## src/rtl/debug_dump_tx.sv

```systemverilog
`default_nettype none
// ============================================================================
//  Module      : debug_dump_tx
//  Description : Debug-unit transmit sequencer. On a dump request it reads
//                32-bit words from the PC, the register bank or data memory.
//                Each word is sent to the UART TX as four bytes, MSB first,
//                and every byte waits for the UART byte-complete tick.
//  Config      : DUMP_CHECKSUM_EN - when defined, an XOR checksum byte of
//                every byte sent is appended to the end of each frame.
//  Ports       : i_clock, i_reset (async, active-low)
//                i_start, i_sel      - dump request and source (0 PC, 1 REG,
//                                      2 MEM, 3 ignored)
//                i_pc                - PC value for sel 0
//                o_rd_addr, o_reg_rd_en, o_mem_rd_en, i_reg_data,
//                i_mem_data          - debug read port (data 1 cycle later)
//                o_tx_data, o_tx_start, i_tx_done_tick - UART TX handshake
//                o_busy, o_done      - status
//  Revision    : 1.0 - initial release
// ============================================================================
module debug_dump_tx #(
    parameter int NB_DATA     = 8,
    parameter int NB_WORD     = 32,
    parameter int NB_REG_ADDR = 5,
    parameter int NB_MEM_ADDR = 5
) (
    input  logic                   i_clock,
    input  logic                   i_reset,
    input  logic                   i_start,
    input  logic [1:0]             i_sel,
    input  logic [NB_WORD-1:0]     i_pc,
    output logic [NB_MEM_ADDR-1:0] o_rd_addr,
    output logic                   o_reg_rd_en,
    output logic                   o_mem_rd_en,
    input  logic [NB_WORD-1:0]     i_reg_data,
    input  logic [NB_WORD-1:0]     i_mem_data,
    output logic [NB_DATA-1:0]     o_tx_data,
    output logic                   o_tx_start,
    input  logic                   i_tx_done_tick,
    output logic                   o_busy,
    output logic                   o_done
);

    // One extra bit so the terminal count of the largest source never wraps.
    localparam int NB_CNT = ((NB_MEM_ADDR > NB_REG_ADDR) ? NB_MEM_ADDR : NB_REG_ADDR) + 1;

    localparam logic [NB_CNT-1:0]      C_LAST_REG = NB_CNT'((1 << NB_REG_ADDR) - 1);
    localparam logic [NB_CNT-1:0]      C_LAST_MEM = NB_CNT'((1 << NB_MEM_ADDR) - 1);
    localparam logic [NB_CNT-1:0]      C_CNT_ONE  = NB_CNT'(1);
    localparam logic [NB_MEM_ADDR-1:0] C_REG_MASK = NB_MEM_ADDR'((1 << NB_REG_ADDR) - 1);

    localparam logic [1:0] C_SEL_PC  = 2'd0;
    localparam logic [1:0] C_SEL_REG = 2'd1;
    localparam logic [1:0] C_SEL_RSV = 2'd3;

    typedef enum logic [3:0] {
        S_IDLE    = 4'd0,
        S_RD_REQ  = 4'd1,
        S_RD_WAIT = 4'd2,
        S_SEND    = 4'd3,
        S_WAIT_TX = 4'd4,
        S_NEXT    = 4'd5,
        S_FIN     = 4'd6
`ifdef DUMP_CHECKSUM_EN
        ,
        S_CKSUM   = 4'd7,
        S_CK_WAIT = 4'd8
`endif
    } state_t;

    state_t               r_state;
    state_t               w_state_next;
    logic [1:0]           r_sel;
    logic [NB_CNT-1:0]    r_word_cnt;
    logic [1:0]           r_byte_cnt;
    logic [NB_WORD-1:0]   r_shreg;
    logic [NB_DATA-1:0]   r_tx_hold;
    logic                 w_start_ok;
    logic                 w_last_word;
    logic [NB_WORD-1:0]   w_rd_word;
    logic [NB_DATA-1:0]   w_cur_byte;
`ifdef DUMP_CHECKSUM_EN
    logic [NB_DATA-1:0]   r_cksum;
`endif

    assign w_start_ok = i_start && (i_sel != C_SEL_RSV);
    assign w_cur_byte = r_shreg[NB_WORD-1 -: NB_DATA];
    assign o_busy     = (r_state != S_IDLE);

    // Register addresses only use the low NB_REG_ADDR bits.
    assign o_rd_addr  = r_word_cnt[NB_MEM_ADDR-1:0]
                        & ((r_sel == C_SEL_REG) ? C_REG_MASK : {NB_MEM_ADDR{1'b1}});

    always_comb begin
        w_rd_word = i_mem_data;
        case (r_sel)
            C_SEL_PC:  w_rd_word = i_pc;
            C_SEL_REG: w_rd_word = i_reg_data;
            default:   w_rd_word = i_mem_data;
        endcase
    end

    always_comb begin
        w_last_word = (r_word_cnt == C_LAST_MEM);
        case (r_sel)
            C_SEL_PC:  w_last_word = (r_word_cnt == '0);
            C_SEL_REG: w_last_word = (r_word_cnt == C_LAST_REG);
            default:   w_last_word = (r_word_cnt == C_LAST_MEM);
        endcase
    end

    // State register
    always_ff @(posedge i_clock or negedge i_reset) begin
        if (!i_reset) begin
            r_state <= S_IDLE;
        end else begin
            r_state <= w_state_next;
        end
    end

    // Datapath: latched source, counters, shift register and held TX byte
    always_ff @(posedge i_clock or negedge i_reset) begin
        if (!i_reset) begin
            r_sel      <= '0;
            r_word_cnt <= '0;
            r_byte_cnt <= '0;
            r_shreg    <= '0;
            r_tx_hold  <= '0;
`ifdef DUMP_CHECKSUM_EN
            r_cksum    <= '0;
`endif
        end else begin
            case (r_state)
                S_IDLE: begin
                    if (w_start_ok) begin
                        r_sel      <= i_sel;
                        r_word_cnt <= '0;
                        r_byte_cnt <= '0;
`ifdef DUMP_CHECKSUM_EN
                        r_cksum    <= '0;
`endif
                    end
                end
                S_RD_WAIT: begin
                    r_shreg    <= w_rd_word;
                    r_byte_cnt <= '0;
                end
                S_SEND: begin
                    // Keep the byte visible on o_tx_data until the next SEND.
                    r_tx_hold <= w_cur_byte;
`ifdef DUMP_CHECKSUM_EN
                    r_cksum   <= r_cksum ^ w_cur_byte;
`endif
                end
                S_WAIT_TX: begin
                    if (i_tx_done_tick) begin
                        r_shreg    <= r_shreg << NB_DATA;
                        r_byte_cnt <= r_byte_cnt + 2'd1;
                    end
                end
                S_NEXT: begin
                    if (!w_last_word) begin
                        r_word_cnt <= r_word_cnt + C_CNT_ONE;
                    end
                end
`ifdef DUMP_CHECKSUM_EN
                S_CKSUM: begin
                    r_tx_hold <= r_cksum;
                end
`endif
                default: begin
                end
            endcase
        end
    end

    // Next-state and output decode
    always_comb begin
        w_state_next = r_state;
        o_tx_start   = 1'b0;
        o_tx_data    = r_tx_hold;
        o_reg_rd_en  = 1'b0;
        o_mem_rd_en  = 1'b0;
        o_done       = 1'b0;
        case (r_state)
            S_IDLE: begin
                if (w_start_ok) begin
                    w_state_next = S_RD_REQ;
                end
            end
            S_RD_REQ: begin
                o_reg_rd_en  = (r_sel == C_SEL_REG);
                o_mem_rd_en  = (r_sel == 2'd2);
                w_state_next = S_RD_WAIT;
            end
            S_RD_WAIT: begin
                w_state_next = S_SEND;
            end
            S_SEND: begin
                o_tx_data    = w_cur_byte;
                o_tx_start   = 1'b1;
                w_state_next = S_WAIT_TX;
            end
            S_WAIT_TX: begin
                if (i_tx_done_tick) begin
                    w_state_next = (r_byte_cnt == 2'd3) ? S_NEXT : S_SEND;
                end
            end
            S_NEXT: begin
                if (!w_last_word) begin
                    w_state_next = S_RD_REQ;
                end else begin
`ifdef DUMP_CHECKSUM_EN
                    w_state_next = S_CKSUM;
`else
                    w_state_next = S_FIN;
`endif
                end
            end
`ifdef DUMP_CHECKSUM_EN
            S_CKSUM: begin
                o_tx_data    = r_cksum;
                o_tx_start   = 1'b1;
                w_state_next = S_CK_WAIT;
            end
            S_CK_WAIT: begin
                if (i_tx_done_tick) begin
                    w_state_next = S_FIN;
                end
            end
`endif
            S_FIN: begin
                o_done       = 1'b1;
                w_state_next = S_IDLE;
            end
            default: begin
                w_state_next = S_IDLE;
            end
        endcase
    end

endmodule
`default_nettype wire

```

## config.mk

```make
export PLATFORM = sky130hd
export DESIGN_NAME = debug_dump_tx
export DESIGN_NICKNAME = d
export VERILOG_FILES = /design/src/rtl/debug_dump_tx.sv
export SDC_FILE = /design/constraint.sdc
export NUM_CORES = 1
export LEC_CHECK = 0
export ABC_AREA = 1
export CORE_ASPECT_RATIO = 2
export CORE_MARGIN = 2
export CORE_UTILIZATION = 55
export DETAILED_ROUTE_END_ITERATION = 10
export DONT_BUFFER_PORTS = 1
export GPL_ROUTABILITY_DRIVEN = 0
export PLACE_DENSITY_LB_ADDON = 0.08
export SYNTH_ARGS = -nofsm -noshare
export SYNTH_HDL_FRONTEND = slang
export SYNTH_SLANG_ARGS = --single-unit
```

## constraint.sdc

```tcl
create_clock -name i_clock -period 1.3 [get_ports i_clock]
set_input_delay 0.26 -clock i_clock [delete_from_list [all_inputs] [get_ports i_clock]]
set_output_delay 0.26 -clock i_clock [all_outputs]
set_load 0.05 [all_outputs]
```

# Word-level counts from Yosys, hierarchy flattened
# Cells that the tools add are included.
# op_classes
n_addsub	2
n_eq_ne	14
n_mux	20
reduce_logical	13
# ops
operator	count
case mux 32 bit (2 select lines)	2
two-way mux 32 bit	1
case mux 4 bit (6 select lines)	1
== test 4 x 3 -> 1 bit, second input constant	3
two-way mux 6 bit	2
case mux 6 bit (2 select lines)	1
== test 4 x 2 -> 1 bit, second input constant	2
two-way mux 4 bit	2
two-way mux 8 bit	1
inequality test 2 bit, second input constant	4
adder 6 x 1 -> 6 bit, second input constant	1
== test 6 x 5 -> 1 bit, second input constant	1
zero test 6 bit	1
two-way mux 3 bit	2
case mux 2 bit (3 select lines)	1
AND reduction 2 bit	3
AND reduction 3 bit	2
two-way mux 1 bit	5
== test 2 bit, second input constant	2
== test 4 x 1 -> 1 bit, second input constant	1
zero test 4 bit	1
two-way mux 2 bit	2
nonzero test 2 bit	2
nonzero test 4 bit	1
other kinds (5)	5
# totals
reg_bits	54
in_bits	102
out_inout_bits	18
word_cells	55

# Longest topological paths before layout
# Gate-level depths: netlist of run 1.
# logic_depth
word_depth	4
mapped_depth	10
depth_no_buf	10

# Worst setup path after synthesis of run 1
# No wires, ideal clock.
# synth_timing
path_kind	register to output
from	register r_state[2]
to	output o_mem_rd_en
arrival_time_ns	1.847
required_time_ns	1.040
setup_slack_ns	-0.807
path_stages_with_launch	5
path_buffers	1
path_cell_list	dfrtp_1 > buf_2 > nor3_1 > inv_1 > nor3_1
# synth_via
elab_chain_cells	2
# synth_lines
item	line	text
start, declared	70	state_t r_state;
start signal, assigned	116	r_state <= w_state_next;
== test 4 x 1 -> 1 bit	184	case (r_state)
two-way mux 1 bit	184	
end, declared	33	output logic o_mem_rd_en,
# Every way passes these cells.

# Worst setup path in the final report of run 1
# layout_timing
from	register r_state[0]
to	output o_mem_rd_en
# Same word-level chain as after synthesis.

==> impl_results.md, run 1 <==
- Result of the run: complete, but fails checks
- Failing checks: negative hold slack, negative setup slack
- Area of the die: 6350 µm²
- Worst slack on hold paths: -0.387 ns
- Remaining antenna violation count after routing: 0
- DRT Wirelength: 10,300 µm
- CP Class: reg -> out
- Leading cell type by number of instances after synthesis: nand2_1
- Initial core utilization: 0.573
- CTS tree: built
- Worst reg2reg setup slack: -0.34 ns
- Power density over the cells: 2530 nW/µm²
- Cell area after layout: roughly 4500 µm²
- Core region area: 5470 µm²
- Pin count of the biggest net entering global routing: 54
- Antenna violations before repair: 0
- Die X-Extent: 57.4 µm
- Fin nets: between 500 and 600
- Clock transition at the register clock pins on the worst setup and hold paths after CTS: ~0.10 ns
- Remaining DRCs: 0
- Final setup margin: -0.509 ns
- WP data required: 1.04 ns
- CP Launch Type: flop
- Synth Flop Type: dfrtp_1
- Total standard cell area after synthesis: 3130 µm²
- Number of warnings issued by yosys: 0
- Average cell area after synthesis: 7.19 µm²
- Cell count after synthesis: 436
- Iteration-0 DRC count of the detailed router: between 100 and 150
- Total GRT Usage: 0.285
- Post-Route M1 WL: 3430 µm
- Wire length of the first global-routing pass: 14,400 µm
- Routed length on met3: 532 µm
- R2R Path Start: r_state[1]$_DFFE_PN0P_
- Number of endpoints with negative hold slack in the final report: between 50 and 60
- Fraction of registers with async set or reset after synthesis: 1.00
- # Max-Cap Violations: 0
- Count of non-filler cells in the finished layout: ~560
- ANT cells: 0
- Fraction of synthesized cell area taken by the top area cell type: 0.423
- Hold WC Path Type: in -> async
- Number of iterations in the first detailed-routing pass: 4
- Worst skew pair latency: roughly 0.33 ns
- IO Port Bufs: 0
- Detailed-routed wire length on met2: 6000 µm
- Deepest clock path buffer count: 2
- Growth of design area from synthesis to finish: 42.9%
- Root buf cell: clkbuf_8
- Number of H-tree branching levels: 2
- Worst R2R End: r_shreg[22]$_DFFE_PN0P_
- Peak VDD IR: 2.06 mV
- Number of vias per cell: just under 6
- Number of flops mapped to enable cells by yosys: 0
- Via count of the first global-routing pass: 3,214
- Time the worst path needs with I/O delays and setup: 1.81 ns
- Placement Cell Area: approximately 3600 µm²
- Count of final max-slew check failures: 0
- Per-cell routed wire length: 18.6 µm
- Distinct cell type count after synthesis: 25
- Overflow left after global routing: 0
- Clock buffers created by TritonCTS: 5
- Number of cell rows: 38
- Static power due to leakage: roughly 2.2 nW
- Sequential cell area fraction in the yosys report: 0.423
- I/O pin count: 120
- TritonCTS sink count: 53
- Share of the clock period used by the worst path: 1.39
- Worst max-slew margin expressed relative to the limit: 0.650
- Biggest fanout along the worst timing path: 5
- Number of nets in the synthesized netlist: 541
- Via total after detailed routing: 3,266
- Worst Path Arrival: 1.55 ns
- Share of cells above drive strength 1: 0.368
- Biggest area contributors in the synthesized netlist: dfrtp_1 42%, nand2_1 24%, o211ai_1 5.8%
- Count of fill cells added during filler insertion: 346
- Highest metal layer with signal wires: met4
- Setup-failing EPs final: 59
- Worst R2R Path Depth: 8
- Most used standard cells in the synthesized netlist: 200 x nand2_1, 53 x dfrtp_1, 25 x nand4_1
- Unrepaired setup endpoints after global routing: yes
- DP Wirelength: 6290 µm
- Library cell with the largest summed area after synthesis: dfrtp_1
- Height of the die: 111 µm
- Worst clock skew on the final layout: 0.0133 ns
- Highest achievable clock rate: 553 MHz
- Cell Count Post-Placement: around 530
- Slew at the pin closest to its max-slew limit: 0.526 ns
- Register bit total from synthesis: 53
- Crit path capture type: primary output
## stage by stage
step	TNS [ns]	util	hold slack [ns]	power (W)	worst slack [ns]
6_report	-16.80	0.819	-0.387	0.0113	-0.509
5_1_grt	-19.34	0.819	-0.404	0.0120	-0.553
4_1_cts	-10.50	0.715	-0.383	0.00967	-0.454
3_5_place_dp	-9.04	0.663	-0.0345	0.00795	-0.227
3_3_place_gp	-7.11	0.663	-0.0344	0.00782	-0.211
2_1_floorplan	-4.42	-	-0.0356	0.00645	-0.201
## flip-flops by register name (all words and copies together) (netlist names)
signal	count
r_state	3
r_sel	2
r_word_cnt	6
r_byte_cnt	2
r_shreg	32
r_tx_hold	8
## cell usage in the layout, fill, tap and decap left out, types with 3 or more instances in the layout
cell type  synthesis  routed
inv_2              5       6
o211ai_1          24      24
o21ai_1            5       6
nor3_4             1       4
nand3_4            0       4
nor2_4             0      10
clkbuf_8           0       6
nand2_4            1      15
buf_6              6      18
buf_12             0       6
nand4_1           25      25
dfrtp_2            0       7
nor2_1            18       8
nand2_2            2      24
buf_8              0       5
buf_4              5      47
o21ai_0           11       9
nor2_2             3       3
nand3_1           16      13
nand2_8            0      10
nand2_1          200     154
inv_1             22      16
a21oi_1           12      10
inv_4              0       4
dfrtp_1           53      46
## metal layers
metal,up-vias,GRT usage
met4,0,0.122
met2,131,0.521
met5,-,0
met1,1565,0.302
li1,1540,-
met3,30,0.0548
## what timing repair did
| action | 4_1_cts | 5_1_grt |
|---|---|---|
| gates resized for setup | 24 | 123 |
| buffers inserted | 7 | 12 |
| cloned | 2 | 0 |
| pin swaps | 5 | 21 |
| endpoints found under the hold margin | 53 | 53 |
| setup endpoints to repair | 66 | 67 |
## cell type report
cell class              instances  area [µm²]  share of cell area
multi-input cells             328        2040               0.456
flip-flops and latches         53        1340               0.298
repair buffers                 76         751               0.168
inverters                      28         135              0.0302
clock buffers                   6        82.6              0.0184
well taps                      60        75.1              0.0168
clock inverters                 2        37.5             0.00838
repair inverters                2        20.0             0.00447
## where the power goes
group          internal, W  leakage [nW]  total (W)  switching (W)
sequential         0.00234         0.667    0.00298       0.000635
clock             0.000626        0.0574    0.00120       0.000571
combinational      0.00292          1.46    0.00714        0.00422
## logic make-up (layout without fill, tap and decap cells)
family	count (synthesis)	after routing	share of synthesized area
xor gates and xnor gates	1	1	0.00280
buffers and inverters	55	114	0.0907
adders and majority gates	3	3	0.0120
DFF	53	53	0.423
AOI/OAI and AO/OA	52	52	0.102
and+or+nand+nor	272	272	0.369
## how the worst max path moves through the flow
stage,from,to,cells past startpoint
global placement,r_state[2]$_DFFE_PN0P_,o_mem_rd_en,5
CTS,r_state[0]$_DFFE_PN0P_,o_mem_rd_en,5
global route,r_state[0]$_DFFE_PN0P_,o_mem_rd_en,5
detailed placement,r_state[2]$_DFFE_PN0P_,o_mem_rd_en,5
finish,r_state[0]$_DFFE_PN0P_,o_mem_rd_en,5
floorplan,r_state[0]$_DFFE_PN0P_,o_mem_rd_en,5
## critical path, stage by stage (launching register included)
cell     delay (ns)
dfrtp_2        0.49
inv_4          0.06
nor3_4         0.23
inv_2          0.10
nor3_4         0.18
buf_12         0.17
Power figures use the tool's default switching activity.
==> run 2, diff against run 1 <==
ABC_AREA = default   (was 1)
CORE_ASPECT_RATIO = default   (was 2)
CTS_BUF_LIST = sky130_fd_sc_hd__clkbuf_8   (was default)
==> run 2 against run 1 <==
Compared with the run above:
- the flow still finishes with violations (negative hold slack, negative setup slack)
- critical path depth grew 1
- synthesized cell count decreased by 14%
- total power increased by 29%
- sequential power up 9.7%
- global-route usage increased by 3.8 points
- die area down 0.20%
- maximum frequency down 3.3%
- register-to-register slack worse by 0.23 ns
- worst hold slack got worse by 0.0050 ns
- non-clock buffer count rose by 2
- wire length rose by 24%
- via count up 5.1%
==> impl_results.md, run 2 <==
- Number of warnings issued by yosys: 0
- Cell count after synthesis: 377
- Net switching power of the design: about 0.0073 W
- Number of vias per cell: roughly 6.8
- Setup-failing EPs final: 67
- Failing checks: negative hold slack, negative setup slack
- Pin count of the biggest net entering global routing: 62
- Clock buffers created by TritonCTS: 5
- Cell Count Post-Placement: 461
- Worst max-slew margin expressed relative to the limit: 0.741
- Share of the clock period used by the worst path: 1.44
- Average cell area after synthesis: approximately 8.3 µm²
- Height of the die: between 70 and 80 µm
- Number of nets in the synthesized netlist: 482
- I/O pin count: 120
- Commonest non-fill, non-tap cells in the layout: 49 x dfrtp_1, 47 x nand2_1, 40 x a21oi_2
- Worst clock skew on the final layout: roughly 0.015 ns
- CTS tree: built
- Worst slack on hold paths: -0.392 ns
- Number of endpoints with negative hold slack in the final report: 53
- Most used standard cells in the synthesized netlist: 86 x nand2_1, 53 x dfrtp_1, 51 x a21oi_1
- Cell internal power dissipation: about 0.0073 W
- Final setup margin: -0.571 ns
- Number of iterations in the first detailed-routing pass: 5
- Library cell with the largest summed area after synthesis: dfrtp_1
- DP Wirelength: ~5300 µm
- Peak VDD IR: 2.06 mV
- Area of the die: 6340 µm²
- Root buf cell: clkbuf_8
- Wire length of the first global-routing pass: 15,600 µm
- Biggest fanout along the worst timing path: 3
- Fraction of synthesized cell area taken by the top area cell type: 0.422
- Count of non-filler cells in the finished layout: 506
- Overflow left after global routing: 0
- Sequential share of power: 0.223
- CP Launch Type: flop
- Total GRT Usage: 0.323
- Util after Layout: 0.893
- Share of cells above drive strength 1: 0.507
- Hold WC Path Type: in -> async
- Combinational share of power: 0.695
- IO Port Bufs: 0
- Remaining DRCs: 0
- Total standard cell area after synthesis: 3150 µm²
- Worst skew pair latency: 0.33 ns
- Distinct cell type count after synthesis: 41
- Clock transition at the register clock pins on the worst setup and hold paths after CTS: 0.11 ns
- CP Class: reg -> reg
- Crit path capture type: flop
- Die X-Extent: roughly 80 µm
- Slew at the pin closest to its max-slew limit: 0.384 ns
- Largest register FFs: 32
- DRT Wirelength: 12,800 µm
- Sequential cell area fraction in the yosys report: 0.422
- Number of H-tree branching levels: 2
- Via count of the first global-routing pass: 3,094
- Clock share of power: 0.081
- Result of the run: complete, but fails checks
- Count of final max-slew check failures: 0
- Net Sw Frac: 0.498
- Deepest clock path buffer count: 2
- Unrepaired setup endpoints after global routing: yes
- Worst Path Arrival: about 2.1 ns
- Power density over the cells: 2980 nW/µm²
- Initial core utilization: 0.571
- Number of cell rows: 27
- Core region area: 5510 µm²
- Worst R2R Path Depth: 6
- WP data required: 1.56 ns
- Total power draw: 0.0146 W
- Biggest area contributors in the synthesized netlist: dfrtp_1 42%, mux2i_1 11%, nand2_1 10%
- Growth of design area from synthesis to finish: 56.4%
- # Max-Cap Violations: 0
- Synth Flop Type: dfrtp_1
- Leading cell type by number of instances after synthesis: nand2_1
- Remaining antenna violation count after routing: 0
- Fin nets: 538
- Fraction of registers with async set or reset after synthesis: 1.00
- Per-cell routed wire length: 25.2 µm
- Iteration-0 DRC count of the detailed router: 318
- Highest achievable clock rate: 534 MHz
- Time the worst path needs with I/O delays and setup: 1.87 ns
- Register bit total from synthesis: 53
- TritonCTS sink count: 53
- Static power due to leakage: 2.12 nW
- ANT cells: 0
- Via total after detailed routing: roughly 3.4k
- Commonest non-fill, non-tap cell in the layout: dfrtp_1
- Registers with the most flip-flops: r_shreg (32), r_tx_hold (8), r_word_cnt (6)
- Register with the most flip-flops: r_shreg
- Number of flops mapped to enable cells by yosys: 0
- Antenna violations before repair: 0
-- run 2: changes by cell type in the layout (fill, tap and decap cells not counted), sizes merged, moves of 3 or more --
cell,delta
a21oi,+39
a22o,+8
inv,-21
mux2i,+34
nand2,-117
nand2b,+3
nand3,-10
nand4,-25
nor2,+9
o211ai,-22
o21ai,+18
o31ai,+4
-- run 2: layout make-up --
cell class	instances	area (µm²)
clock buffer	5	68.8
clock inverter	3	43.8
fill	233	588
inverter	8	47.5
multi-input combinational	286	2410
sequential	53	1330
tap	72	90.1
timing repair buffer	78	912
timing repair inverter	1	11.3
-- run 2: path summary, 6_finish.rpt --
check                           slack (ns)                         to                 startpoint
worst min-delay path                 -0.39  r_word_cnt[5]$_DFFE_PN0P_                    i_reset
min in group i_clock                  0.09       r_sel[1]$_DFFE_PN0P_                   i_sel[1]
worst max-delay path                 -0.57  r_word_cnt[5]$_DFFE_PN0P_  r_word_cnt[0]$_DFFE_PN0P_
worst min register to register        0.55  r_byte_cnt[1]$_DFFE_PN0P_  r_byte_cnt[1]$_DFFE_PN0P_
worst max register to register       -0.57  r_word_cnt[5]$_DFFE_PN0P_  r_word_cnt[0]$_DFFE_PN0P_
max in group asynchronous             1.59     r_state[2]$_DFFE_PN0P_                    i_reset
-- run 2: what timing repair did --
action	CTS	global route
endpoints found under the hold margin	53	53
endpoints found under the setup margin	61	62
pin swaps	25	24
gates cloned	9	3
resized for setup	128	79
setup buffers	19	8
-- run 2: power groups by stage --
stage                     clock (W)  combinational, W  sequential, W
after floorplan                   0           0.00483        0.00276
final                       0.00119            0.0102        0.00327
after detailed placement          0           0.00604        0.00290
after CTS                   0.00117           0.00852        0.00303
after global routing        0.00124            0.0106        0.00330
after global placement            0           0.00590        0.00288
-- run 2: layer usage --
layer | vias to the layer above | part of all wire | global-route usage
met1 | 1661 | 0.36 | 0.393
met4 | 2 | 0.056 | 0.103
met3 | 86 | 0.080 | 0.0622
li1 | 1412 | - | -
met2 | 271 | 0.50 | 0.574
met5 | - | 0.0013 | 0
-- run 2: cell families after synthesis --
| family | share of synthesized area |
|---|---|
| simple gates | 0.196 |
| compound gates | 0.189 |
| flops | 0.422 |
| buf+inv | 0.0640 |
| mux | 0.115 |
| fa+ha+maj | 0.0119 |
| xor+xnor | 0.00278 |
-- run 2: worst max-delay path, stage by stage (launching register included) --
cell     delay (ns)
dfrtp_1        0.42
ha_2           0.24
nand3_2        0.11
or4b_4         0.58
and3_4         0.19
nand3_2        0.08
mux2i_1        0.20
-- run 2: stage by stage --
step / setup TNS (ns) / hold WS (ns) / cell area (µm²) / worst slack, ns
2_1_floorplan: -6.34 / -0.0356 / 3360 / -0.344
3_3_place_gp: -8.83 / -0.0345 / 3630 / -0.321
3_5_place_dp: -9.71 / -0.0343 / 3630 / -0.414
4_1_cts: -16.02 / -0.385 / 4540 / -0.416
5_1_grt: -24.02 / -0.400 / 4920 / -0.632
6_report: -22.22 / -0.392 / 4920 / -0.571
==> run 3, diff against run 2 <==
CORE_MARGIN = 3   (was 2)
HOLD_SLACK_MARGIN = 0.06   (was default)
MAX_ROUTING_LAYER = met4   (was default)
==> run 3 against run 2 <==
Compared with the run above:
- the run now fails in global routing
- synthesized cell count unchanged
- area after synthesis unchanged
==> impl_results.md, run 3 <==
- Most used standard cells in the synthesized netlist: 86 x nand2_1, 53 x dfrtp_1, 51 x a21oi_1
- Fraction of synthesized cell area taken by the top area cell type: 0.422
- Overflow left after global routing: 140
- Total standard cell area after synthesis: 3150 µm²
- Initial core utilization: 0.593
- Sequential cell area fraction in the yosys report: 0.422
- Average cell area after synthesis: ~8.3 µm²
- Register bit total from synthesis: 53
- Fraction of registers with async set or reset after synthesis: 1.00
- Cell count after synthesis: between 300 and 400
- Clock buffers created by TritonCTS: 5
- Last stage reached: global routing
- Number of nets in the synthesized netlist: 482
- Number of cell rows: 26
- Worst setup endpoint after the global-route repair_timing: r_word_cnt[5]$_DFFE_PN0P_/D
- Result of the run: aborted with a tool error
- Synth Flop Type: dfrtp_1
- Die X-Extent: 81.6 µm
- IO Port Bufs: 0
- Halt Reason: [ERROR GRT-0232] Routing congestion too high. Check the congestion heatmap in the GUI.
- Pin type at the end of the worst path: sequential cell input
- Root buf cell: clkbuf_8
- Total GRT Usage: 0.759
- Height of the die: slightly above 80 µm
- Biggest area contributors in the synthesized netlist: dfrtp_1 42%, mux2i_1 11%, nand2_1 10%
- TritonCTS sink count: 53
- Number of H-tree branching levels: 2
- Number of flops mapped to enable cells by yosys: 0
- Library cell with the largest summed area after synthesis: dfrtp_1
- Deepest clock path buffer count: 2
- Distinct cell type count after synthesis: 41
- Number of warnings issued by yosys: 0
- Pin count of the biggest net entering global routing: 62
- DP Wirelength: 5420 µm
- I/O pin count: 120
- Leading cell type by number of instances after synthesis: nand2_1
run 3: cell counts after synthesis:
Identical to the previous run, type by type.
run 3: kinds of logic after synthesis:
group	count (synthesis)	synth area share
muxes	36	0.115
and+or+nand+nor	139	0.196
xor gates and xnor gates	1	0.00278
DFF	53	0.422
buffers and inverters	39	0.0640
AOI/OAI and AO/OA	106	0.189
adders and majority gates	3	0.0119
run 3: through the flow:
stage | setup slack, ns | instances | hold WS (ns) | TNS [ns] | area, µm²
CTS | -0.417 | 508 | -0.378 | -18.90 | 4880
detailed placement | -0.401 | 460 | -0.0344 | -9.15 | 3660
global placement | -0.334 | 460 | -0.0344 | -6.90 | 3660
floorplan | -0.344 | 377 | -0.0356 | -6.34 | 3360
run 3: repair_timing:
action,CTS
setup endpoints to repair,62
resized for setup,138
hold endpoints to repair,53
pin swaps,52
cloned,15
buffers inserted,25
run 3: layer usage:
metal / GRT usage / GRT overflow
met5: - / -
met4: 0.889 / 55
met3: 0.474 / 0
met2: 0.963 / 85
met1: 0.710 / 0
==> run 4, diff against run 3 <==
CORE_UTILIZATION = 40   (was 55)
CTS_BUF_LIST = default   (was sky130_fd_sc_hd__clkbuf_8)
HOLD_SLACK_MARGIN = default   (was 0.06)
MAX_ROUTING_LAYER = default   (was met4)
PLACE_DENSITY_LB_ADDON = 0.15   (was 0.08)
clock period = 1.7 ns   (was 1.3 ns; I/O delays follow)
==> run 4 against run 3 <==
Compared with the run above:
- the flow now finishes, with violations (negative setup slack)
==> impl_results.md, run 4 (synthesis gave the netlist of run 2 again) <==
- Growth of design area from synthesis to finish: 24.3%
- Count of fill cells added during filler insertion: 696
- I/O pin count: 120
- Static power due to leakage: 1.75 nW
- CTS tree: built
- Final setup margin: -0.0548 ns
- Core region area: ~7400 µm²
- Power density over the cells: 2020 nW/µm²
- DRT Wirelength: around 7500 µm
- Initial core utilization: 0.422
- TritonCTS sink count: 53
- Failing checks: negative setup slack
- Commonest non-fill, non-tap cells in the layout: 63 x nand2_1, 49 x a21oi_1, 48 x dfrtp_1
- Via count of the first global-routing pass: 2,552
- DP Wirelength: 5480 µm
- Share of the clock period used by the worst path: 1.03
- Die X-Extent: 94.7 µm
- Remaining antenna violation count after routing: 0
- Fin nets: about 500
- Register with the most flip-flops: r_shreg
- Registers with the most flip-flops: r_shreg (32), r_tx_hold (8), r_word_cnt (6)
- Antenna violations before repair: 0
- Cell Count Post-Placement: 472
- Met3 capacity usage during global routing: 0.0486
- Met2 Usage GRT: 0.258
- Root buf cell: clkbuf_8
- Clock buffers created by TritonCTS: 5
- Placement Cell Area: 3430 µm²
- WP data required: around 1.4 ns
- Per-cell routed wire length: 15.3 µm
- Area used by multi-input combinational logic: 1910 µm²
- Peak VDD IR: 0.659 mV
- Area of the die: 8960 µm²
- Remaining DRCs: 0
- CP Class: reg -> out
- Pin count of the biggest net entering global routing: 62
- Biggest fanout along the worst timing path: 4
- Deepest clock path buffer count: 2
- Share of cells above drive strength 1: 0.244
- Wire length of the first global-routing pass: 12,100 µm
- Post-route setup TNS: -0.163 ns
- Largest register FFs: 32
- Number of vias per cell: 5.37
- Number of iterations in the first detailed-routing pass: 4
- GRT busiest layer: met2
- Overflow left after global routing: 0
- Count of final max-slew check failures: 0
- Number of cell rows: 31
- Worst max-slew margin expressed relative to the limit: 0.625
- Count of non-filler cells in the finished layout: around 490
- Result of the run: complete, but fails checks
- Time the worst path needs with I/O delays and setup: 1.75 ns
- Cell area after layout: 3910 µm²
- Unrepaired setup endpoints after global routing: yes
- Iteration-0 DRC count of the detailed router: 65
- Worst Path Arrival: 1.41 ns
- FF+latch area: 1330 µm²
- Height of the die: 94.7 µm
- Number of instances on the worst hold path: 1
- # Max-Cap Violations: 0
- Worst slack on hold paths: 0.189 ns
- Clock transition at the register clock pins on the worst setup and hold paths after CTS: 0.09 ns
- Total power draw: 0.00790 W
- Number of endpoints with negative hold slack in the final report: 0
- Slew at the pin closest to its max-slew limit: about 0.56 ns
- Worst skew pair latency: 0.30 ns
- Number of H-tree branching levels: 2
- Commonest non-fill, non-tap cell in the layout: nand2_1
- Worst R2R Path Depth: 6
- Highest achievable clock rate: approximately 570 MHz
- CP Launch Type: flop
- Met1 track demand over resource: 0.240
- IO Port Bufs: 0
- Via total after detailed routing: 2,640
- ANT cells: 0
- Worst clock skew on the final layout: 0.00519 ns
- Total GRT Usage: 0.170
- Setup-failing EPs final: 5
- Hold WC Path Type: in -> reg
- Crit path capture type: primary output
[run 4: layer usage]
metal,vias to the layer above,share of wire
met5,-,0
met4,0,0.0070
met3,4,0.076
met2,93,0.47
met1,1225,0.45
li1,1318,-
[run 4: layout make-up]
class                           count  area share
Clock buffer                        6      0.0186
Clock inverter                      1     0.00128
Inverter                            8      0.0102
Multi-Input combinational cell    285       0.489
Sequential cell                    53       0.341
Tap cell                           99      0.0317
Timing Repair Buffer               40       0.109
[run 4: timing repair]
| item | in CTS | in global routing |
|---|---|---|
| setup buffers | 4 | 8 |
| pin swaps | 2 | 13 |
| hold endpoints to repair | 53 | 0 |
| endpoints found under the setup margin | 14 | 37 |
| hold buffers | 2 | 0 |
| gates resized for setup | 16 | 46 |
[run 4: stage by stage]
stage	setup WS (ns)	utilization
global route	-0.100	0.525
floorplan	0.0170	-
global placement	0.0295	0.461
finish	-0.0548	0.525
CTS	-0.105	0.490
detailed placement	-0.0162	0.461
[run 4: worst max-delay path: stages, from the launching register on]
cell	delay (ns)
dfrtp_2	0.45
buf_12	0.14
or3_4	0.37
buf_6	0.16
[run 4: where the power goes]
part / switching [W] / internal, W / leakage [nW] / total [W]
logic: 0.00295 / 0.00198 / 1.08 / 0.00493
clock network: 0.000399 / 0.000282 / 0.0410 / 0.000680
registers: 0.000436 / 0.00185 / 0.633 / 0.00229
total: 0.00378 / 0.00411 / 1.75 / 0.00790
[run 4: worst paths after layout]
| check | startpoint | to | slack, ns |
|---|---|---|---|
| min in group asynchronous | i_reset | r_tx_hold[7]$_DFF_PN0_ | 0.55 |
| min reg2reg | r_byte_cnt[1]$_DFFE_PN0P_ | r_byte_cnt[1]$_DFFE_PN0P_ | 0.50 |
| min | i_sel[0] | r_sel[0]$_DFFE_PN0P_ | 0.19 |
| max in group asynchronous | i_reset | r_sel[0]$_DFFE_PN0P_ | 0.90 |
| max | r_state[1]$_DFFE_PN0P_ | o_busy | -0.05 |
| max reg2reg | r_word_cnt[0]$_DFFE_PN0P_ | r_word_cnt[5]$_DFFE_PN0P_ | -0.01 |
